File: config.mk
export PLATFORM = sky130hd
export DESIGN_NAME = kbd_fifo_port
export DESIGN_NICKNAME = d
export VERILOG_FILES = /design/src/rtl/kbd_pkg.sv /design/src/rtl/kbd_fifo.sv /design/src/rtl/kbd_fifo_port.sv
export SDC_FILE = /design/constraint.sdc
export NUM_CORES = 1
export LEC_CHECK = 0
export BUFFER_PORTS_ARGS = -buffer_cell sky130_fd_sc_hd__buf_2
export CORE_MARGIN = 1.5
export CORE_UTILIZATION = 36
export DETAILED_ROUTE_END_ITERATION = 12
export HOLD_SLACK_MARGIN = 0.02
export SLEW_MARGIN = 20
export SYNTH_ARGS = -nofsm -noshare
export SYNTH_HDL_FRONTEND = slang
export SYNTH_SLANG_ARGS = --single-unit
File: constraint.sdc
create_clock -name clk -period 3.3 [get_ports clk]
set_input_delay 0.165 -clock clk [delete_from_list [all_inputs] [get_ports clk]]
set_output_delay 0.165 -clock clk [all_outputs]
set_load 0.01 [all_outputs]
File: src/rtl/kbd_pkg.sv
// Shared constants for the kr580 keyboard FIFO port: PS/2 prefixes,
// STATUS/CONTROL bit positions and the status count saturation helper.
package kbd_pkg;

  localparam logic [7:0] KBD_BREAK = 8'hF0;
  localparam logic [7:0] KBD_EXT   = 8'hE0;

  localparam int STAT_NONEMPTY = 0;
  localparam int STAT_EXT      = 1;
  localparam int STAT_OVF      = 2;
  localparam int STAT_CNT_LSB  = 3;

  localparam int CTRL_FLUSH    = 0;
  localparam int CTRL_CLR_OVF  = 1;

  typedef enum logic [1:0] {
    SCAN_BREAK,
    SCAN_EXT,
    SCAN_ENTRY
  } scan_kind_e;

  function automatic logic [4:0] sat_count(input logic [8:0] c);
    return (c > 9'd31) ? 5'd31 : c[4:0];
  endfunction

endpackage

File: src/rtl/kbd_fifo.sv
// Generic synchronous DEPTH x 8 FIFO with push, pop, flush and occupancy count.
// Pointers carry one extra wrap bit so full and empty are distinguishable.
module kbd_fifo #(
  parameter  int DEPTH = 16,
  localparam int AW    = $clog2(DEPTH),
  localparam int PW    = AW + 1
) (
  input  logic          clk,
  input  logic          reset,
  input  logic          push,
  input  logic [7:0]    din,
  input  logic          pop,
  input  logic          flush,
  output logic [7:0]    dout,
  output logic          full,
  output logic          empty,
  output logic [PW-1:0] count
);

  logic [7:0]    mem_q [DEPTH];
  logic [PW-1:0] wr_ptr_q, wr_ptr_d;
  logic [PW-1:0] rd_ptr_q, rd_ptr_d;
  logic          do_push, do_pop;

  assign empty = (wr_ptr_q == rd_ptr_q);
  assign full  = (wr_ptr_q[AW] != rd_ptr_q[AW]) &&
                 (wr_ptr_q[AW-1:0] == rd_ptr_q[AW-1:0]);
  assign count = wr_ptr_q - rd_ptr_q;
  assign dout  = mem_q[rd_ptr_q[AW-1:0]];

  // A pop frees the slot a same-cycle push needs, so full does not block it.
  assign do_push = push && !flush && (!full || pop);
  assign do_pop  = pop  && !flush && !empty;

  // NOTE: every variable driven from always_comb gets a default first, so no latch is inferred.
  always_comb begin
    wr_ptr_d = wr_ptr_q;
    rd_ptr_d = rd_ptr_q;
    if (flush) begin
      rd_ptr_d = wr_ptr_q;
    end else begin
      if (do_push) wr_ptr_d = wr_ptr_q + PW'(1);
      if (do_pop)  rd_ptr_d = rd_ptr_q + PW'(1);
    end
  end

  // NOTE: state registers use non-blocking assignments so all flops update together at the edge.
  always_ff @(posedge clk) begin
    if (reset) begin
      wr_ptr_q <= '0;
      rd_ptr_q <= '0;
    end else begin
      wr_ptr_q <= wr_ptr_d;
      rd_ptr_q <= rd_ptr_d;
    end
  end

  // NOTE: storage is not reset; the pointers alone define which entries are valid.
  always_ff @(posedge clk) begin
    if (!reset && do_push) mem_q[wr_ptr_q[AW-1:0]] <= din;
  end

endmodule

File: src/rtl/kbd_fifo_port.sv
// Port-mapped keyboard buffer: PS/2 prefix tracking, event FIFO, DATA/STAT/CTRL ports.
// Optional autorepeat suppression is built when KBD_TYPEMATIC_FILTER_EN is defined.
module kbd_fifo_port
  import kbd_pkg::*;
#(
  parameter int         DEPTH     = 16,
  parameter logic [7:0] PORT_DATA = 8'hFE,
  parameter logic [7:0] PORT_STAT = 8'hFF,
  parameter logic [7:0] PORT_CTRL = 8'hFD
) (
  input  logic       clk,
  input  logic       reset,
  input  logic       scan_valid,
  input  logic [7:0] scan_raw,
  input  logic [7:0] scan_code,
  input  logic [7:0] port_addr,
  input  logic       port_wr,
  input  logic       port_rd,
  input  logic [7:0] port_wdata,
  output logic [7:0] port_rdata,
  output logic       irq
);

  localparam int PW = $clog2(DEPTH) + 1;

  logic          brk_q, brk_d;
  logic          ext_q, ext_d;
  logic          ovf_q, ovf_d;
  scan_kind_e    kind;
  logic [7:0]    entry;
  logic          is_entry, push_req;
  logic          ctrl_wr, flush, clr_ovf, pop;
  logic [7:0]    head;
  logic          full, empty;
  logic [PW-1:0] count;
  logic [7:0]    status;
  logic          unused_wdata;

  assign unused_wdata = ^port_wdata[7:2];

  assign ctrl_wr = port_wr && (port_addr == PORT_CTRL);
  assign flush   = ctrl_wr && port_wdata[CTRL_FLUSH];
  assign clr_ovf = ctrl_wr && port_wdata[CTRL_CLR_OVF];
  assign pop     = port_rd && (port_addr == PORT_DATA) && !empty;

  always_comb begin
    if (scan_raw == KBD_BREAK)    kind = SCAN_BREAK;
    else if (scan_raw == KBD_EXT) kind = SCAN_EXT;
    else                          kind = SCAN_ENTRY;
  end

  // Codes already in the Ex range carry their own meaning and bypass break tagging.
  assign entry    = (scan_code[7:4] == 4'hE) ? scan_code : {brk_q, scan_code[6:0]};
  assign is_entry = scan_valid && (kind == SCAN_ENTRY);

`ifdef KBD_TYPEMATIC_FILTER_EN
  logic [7:0] last_make_q, last_make_d;
  logic       make_vld_q, make_vld_d;
  logic       repeat_drop;

  assign repeat_drop = make_vld_q && !brk_q && (entry == last_make_q);
  assign push_req    = is_entry && !flush && !repeat_drop;

  always_comb begin
    last_make_d = last_make_q;
    make_vld_d  = make_vld_q;
    if (flush) begin
      make_vld_d = 1'b0;
    end else if (is_entry) begin
      if (brk_q) begin
        if (entry[6:0] == last_make_q[6:0]) make_vld_d = 1'b0;
      end else begin
        last_make_d = entry;
        make_vld_d  = 1'b1;
      end
    end
  end

  always_ff @(posedge clk) begin
    if (reset) begin
      last_make_q <= 8'h00;
      make_vld_q  <= 1'b0;
    end else begin
      last_make_q <= last_make_d;
      make_vld_q  <= make_vld_d;
    end
  end
`else
  assign push_req = is_entry && !flush;
`endif

  always_comb begin
    brk_d = brk_q;
    ext_d = ext_q;
    ovf_d = ovf_q;
    if (flush) begin
      brk_d = 1'b0;
      ext_d = 1'b0;
    end else if (scan_valid) begin
      case (kind)
        SCAN_BREAK: brk_d = 1'b1;
        SCAN_EXT:   ext_d = 1'b1;
        default: begin
          brk_d = 1'b0;
          ext_d = 1'b0;
        end
      endcase
    end
    // A drop in the same cycle as a clear still leaves overflow set.
    if (clr_ovf) ovf_d = 1'b0;
    if (push_req && full && !pop) ovf_d = 1'b1;
  end

  always_ff @(posedge clk) begin
    if (reset) begin
      brk_q <= 1'b0;
      ext_q <= 1'b0;
      ovf_q <= 1'b0;
    end else begin
      brk_q <= brk_d;
      ext_q <= ext_d;
      ovf_q <= ovf_d;
    end
  end

  kbd_fifo #(.DEPTH(DEPTH)) u_fifo (
    .clk   (clk),
    .reset (reset),
    .push  (push_req),
    .din   (entry),
    .pop   (pop),
    .flush (flush),
    .dout  (head),
    .full  (full),
    .empty (empty),
    .count (count)
  );

  assign status = {sat_count(9'(count)), ovf_q, ext_q, ~empty};

  always_comb begin
    if (port_addr == PORT_DATA)      port_rdata = empty ? 8'h00 : head;
    else if (port_addr == PORT_STAT) port_rdata = status;
    else                             port_rdata = 8'hFF;
  end

  assign irq = ~empty;

endmodule
==> flow_metrics.py <==
metrics = {
    "run_status": {
        "outcome": "finished clean",
    },
    "routing": {
        "num_vias": 3427,
        "drcViolationCount": 0,
        "top_layer_used": "met4",
        "wl_met2_um": 6190,
        "drt_first_pass_iters": 4,
        "ant_nets": 0,
        "wl_met1_um": 5940,
        "drt_iter0_drc": 316,
        "wl_um": 13100,
        "post_drt_wl_per_cell_um": 20.1,
        "via_per_inst": 5.25,
        "dr_wl_met3_um": 852,
    },
    "synthesis": {
        "ys_seq_elements": 145,
        "synth.distinct_cells": 47,
        "synth_nets": 412,
        "synth_flop_cell": "edfxtp_1",
        "yosysSeqAreaShare_pct": 67.8,
        "synth-edff-count": 128,
        "yosys_warnings": 0,
        "syn-cell-area_um2": 6170,
        "netlist_instances": 365,
        "syn_avg_cell_area_um2": 16.9,
        "async_flop_share_pct": 0,
    },
    "sta": {
        "relSlewSlack_pct": 53.1,
        "finalHoldViolCount": 0,
        "fin_skew_ns": 0.00703,
        "fmax_mhz": 345,
        "finalSetupTns_ns": 0,
        "period_share_pct": 87.8,
        "worst_slack_ns": 0.401,
        "rsz0062_at_grt": "no",
        "max_slew.worst_pin.slew_ns": 0.701,
        "slew_viol_final": 0,
        "setup_violations": 0,
        "final.min_clock_period_ns": 2.90,
    },
    "cts": {
        "clock_path_buffers": 2,
        "cts-root-buf": "clkbuf_16",
        "cts_buffers": 17,
        "cts_tree": "built",
        "cts-resized-gates": 0,
        "clock_sinks": 145,
        "cts_max_level": 4,
        "clkTransAtPathRegs_ns": 0.06,
        "clkLatencyLatePin_ns": 0.42,
    },
    "place": {
        "dp_hpwl_um": 8700,
        "post_dp_cell_area_um2": 6650,
        "port_buffers": 39,
        "pre_cts_ws_ns": 0.785,
        "gp_congestion": 0.786,
    },
    "worst_setup_path": {
        "cp-start-kind": "flop",
        "crit_fanout": 18,
        "cp.required_ns": 3.13,
        "critical_path_arrival_ns": 2.73,
        "worstSetupEndpointType": "output pin",
        "crit_type": "reg2out",
    },
    "die": {
        "fp.coreArea_um2": 16600,
        "initial_utilization_pct": 37.1,
        "die_x_um": 134,
        "row_count": 47,
        "die_h_um": 134,
        "die-area_um2": 17900,
        "io_pins": 46,
    },
    "layout": {
        "n_antenna_cell": 0,
        "layout-drive-gt1-share_pct": 27.3,
        "final_cell_mix": "128 x edfxtp_1, 39 x buf_2, 24 x mux4_2",
        "area_growth_pct": 17.6,
        "fin_util_pct": 43.6,
        "final.fill_count": 1474,
        "fin_nets": 467,
        "finalInstanceArea_um2": 7260,
        "final_common_cell": "edfxtp_1",
    },
    "global_route": {
        "track_usage_pct": 15.8,
        "grt_pass1_vias": 3327,
        "grt_pass1_wl_um": 20100,
        "grt_max_degree": 20,
        "grt_overflow": 0,
        "antenna_found_initial": 0,
    },
    "pwr": {
        "total_power_mw": 4.03,
        "pwr-share-clk_pct": 46.5,
        "irDropWorstVdd_mv": 0.434,
        "switchingPower_mw": 0.790,
        "p_leak_nw": 2.39,
        "p_int_mw": 3.24,
        "seqPwrFrac_pct": 50.1,
        "p_comb_share_pct": 3.3,
        "p_per_area_nw_per_um2": 555,
        "swShare_pct": 19.6,
    },
    "run": {
        "cap_violations": 0,
    },
    "worst_hold_path": {
        "hp-class": "in2reg",
    },
}
[cells in the mapped netlist (2+ instances only)]
library cell | instances | area share, %
or3_1 | 7 | 0.71
nor4b_1 | 3 | 0.43
mux4_2 | 24 | 8.8
o21ai_1 | 3 | 0.24
a32oi_1 | 3 | 0.43
and2_1 | 3 | 0.30
o21ai_0 | 6 | 0.49
dfxtp_1 | 17 | 5.5
xor2_1 | 2 | 0.28
nand2_1 | 12 | 0.73
a31oi_1 | 6 | 0.61
nand4b_1 | 6 | 0.85
nor2b_1 | 3 | 0.30
nand3_1 | 5 | 0.41
xnor2_1 | 2 | 0.28
and3_1 | 16 | 1.6
o41ai_1 | 2 | 0.28
mux2_2 | 9 | 1.6
nor4_2 | 2 | 0.41
nand4_1 | 2 | 0.20
edfxtp_1 | 128 | 62
buf_2 | 8 | 0.65
clkbuf_1 | 8 | 0.49
mux2i_1 | 10 | 1.6
o31ai_1 | 2 | 0.24
a221oi_1 | 3 | 0.43
inv_1 | 12 | 0.73
mux4_1 | 6 | 2.6
a21oi_1 | 13 | 1.1
ha_1 | 9 | 1.8
nand2b_1 | 3 | 0.30
nor2_1 | 15 | 0.91
[registers in the layout, summed over array words and instances (netlist names), named ones only]
register,flops
brk_q,1
ext_q,1
ovf_q,1
u_fifo.mem_q,128
u_fifo.rd_ptr_q,5
u_fifo.wr_ptr_q,5
[final cells by class]
| type | count | area, µm² | area share [%] |
|---|---|---|---|
| clock buffer | 20 | 437 | 6.02 |
| tap | 220 | 275 | 3.79 |
| timing repair buffer | 54 | 315 | 4.34 |
| multi-input combinational | 190 | 1860 | 25.6 |
| sequential | 145 | 4190 | 57.7 |
| clock inverter | 12 | 141 | 1.95 |
| inverter | 12 | 45.0 | 0.621 |
[cells by family after synthesis]
group,count (synthesis),share of synthesized area [%]
flip-flops,145,67.8
AND/OR/NAND/NOR,81,7.65
multiplexers,49,14.6
AO/OA/AOI/OAI,46,4.87
buffers and inverters,30,2.37
adder cells (fa/ha/maj),10,2.15
XOR/XNOR,4,0.568
[metrics by stage]
step / hold slack [ns] / instances
CTS: 0.119 / 653
detailed placement: 0.438 / 618
global route: 0.133 / 653
finish: 0.133 / 653
floorplan: 0.264 / 365
global placement: 0.416 / 618
[power by group through the flow]
stage                     Clock (mW)  Sequential (mW)  Combinational (mW)
after floorplan                    0             2.05              0.0645
after global placement             0             2.06               0.125
after detailed placement           0             2.06               0.130
after CTS                       1.91             2.02               0.134
after global routing            1.99             2.02               0.149
final                           1.87             2.02               0.133
[worst max-delay path, stage by stage (launching register included)]
cell and delay [ns]:
dfxtp_2 0.65, buf_4 0.42, inv_1 0.14, nor2_1 0.13, a311oi_1 0.06, a2111oi_0 0.54, o21ai_0 0.19, buf_2 0.18
[per-layer routing]
layer / vias to the layer above / global-route usage [%]
li1: 1590 / -
met1: 1732 / 21.6
met2: 91 / 24.2
met3: 14 / 4.95
met4: 0 / 4.83
met5: - / 0
[worst paths after layout]
check	end	cells past startpoint	slack, ns	start
worst max-delay path	port_rdata[0]	7	0.40	flop
worst min-delay path	u_fifo.mem_q[11][0]	1	0.13	scan_code[0]
worst max register to register	u_fifo.mem_q[5][5]	7	0.84	u_fifo.wr_ptr_q[2]
worst min register to register	ovf_q	2	0.50	ovf_q
[repair_timing]
action                    in CTS  in global routing
setup buffers                  0                  0
hold buffers                   3                  0
hold endpoints to repair       2                  0
Power figures use the tool's default switching activity.
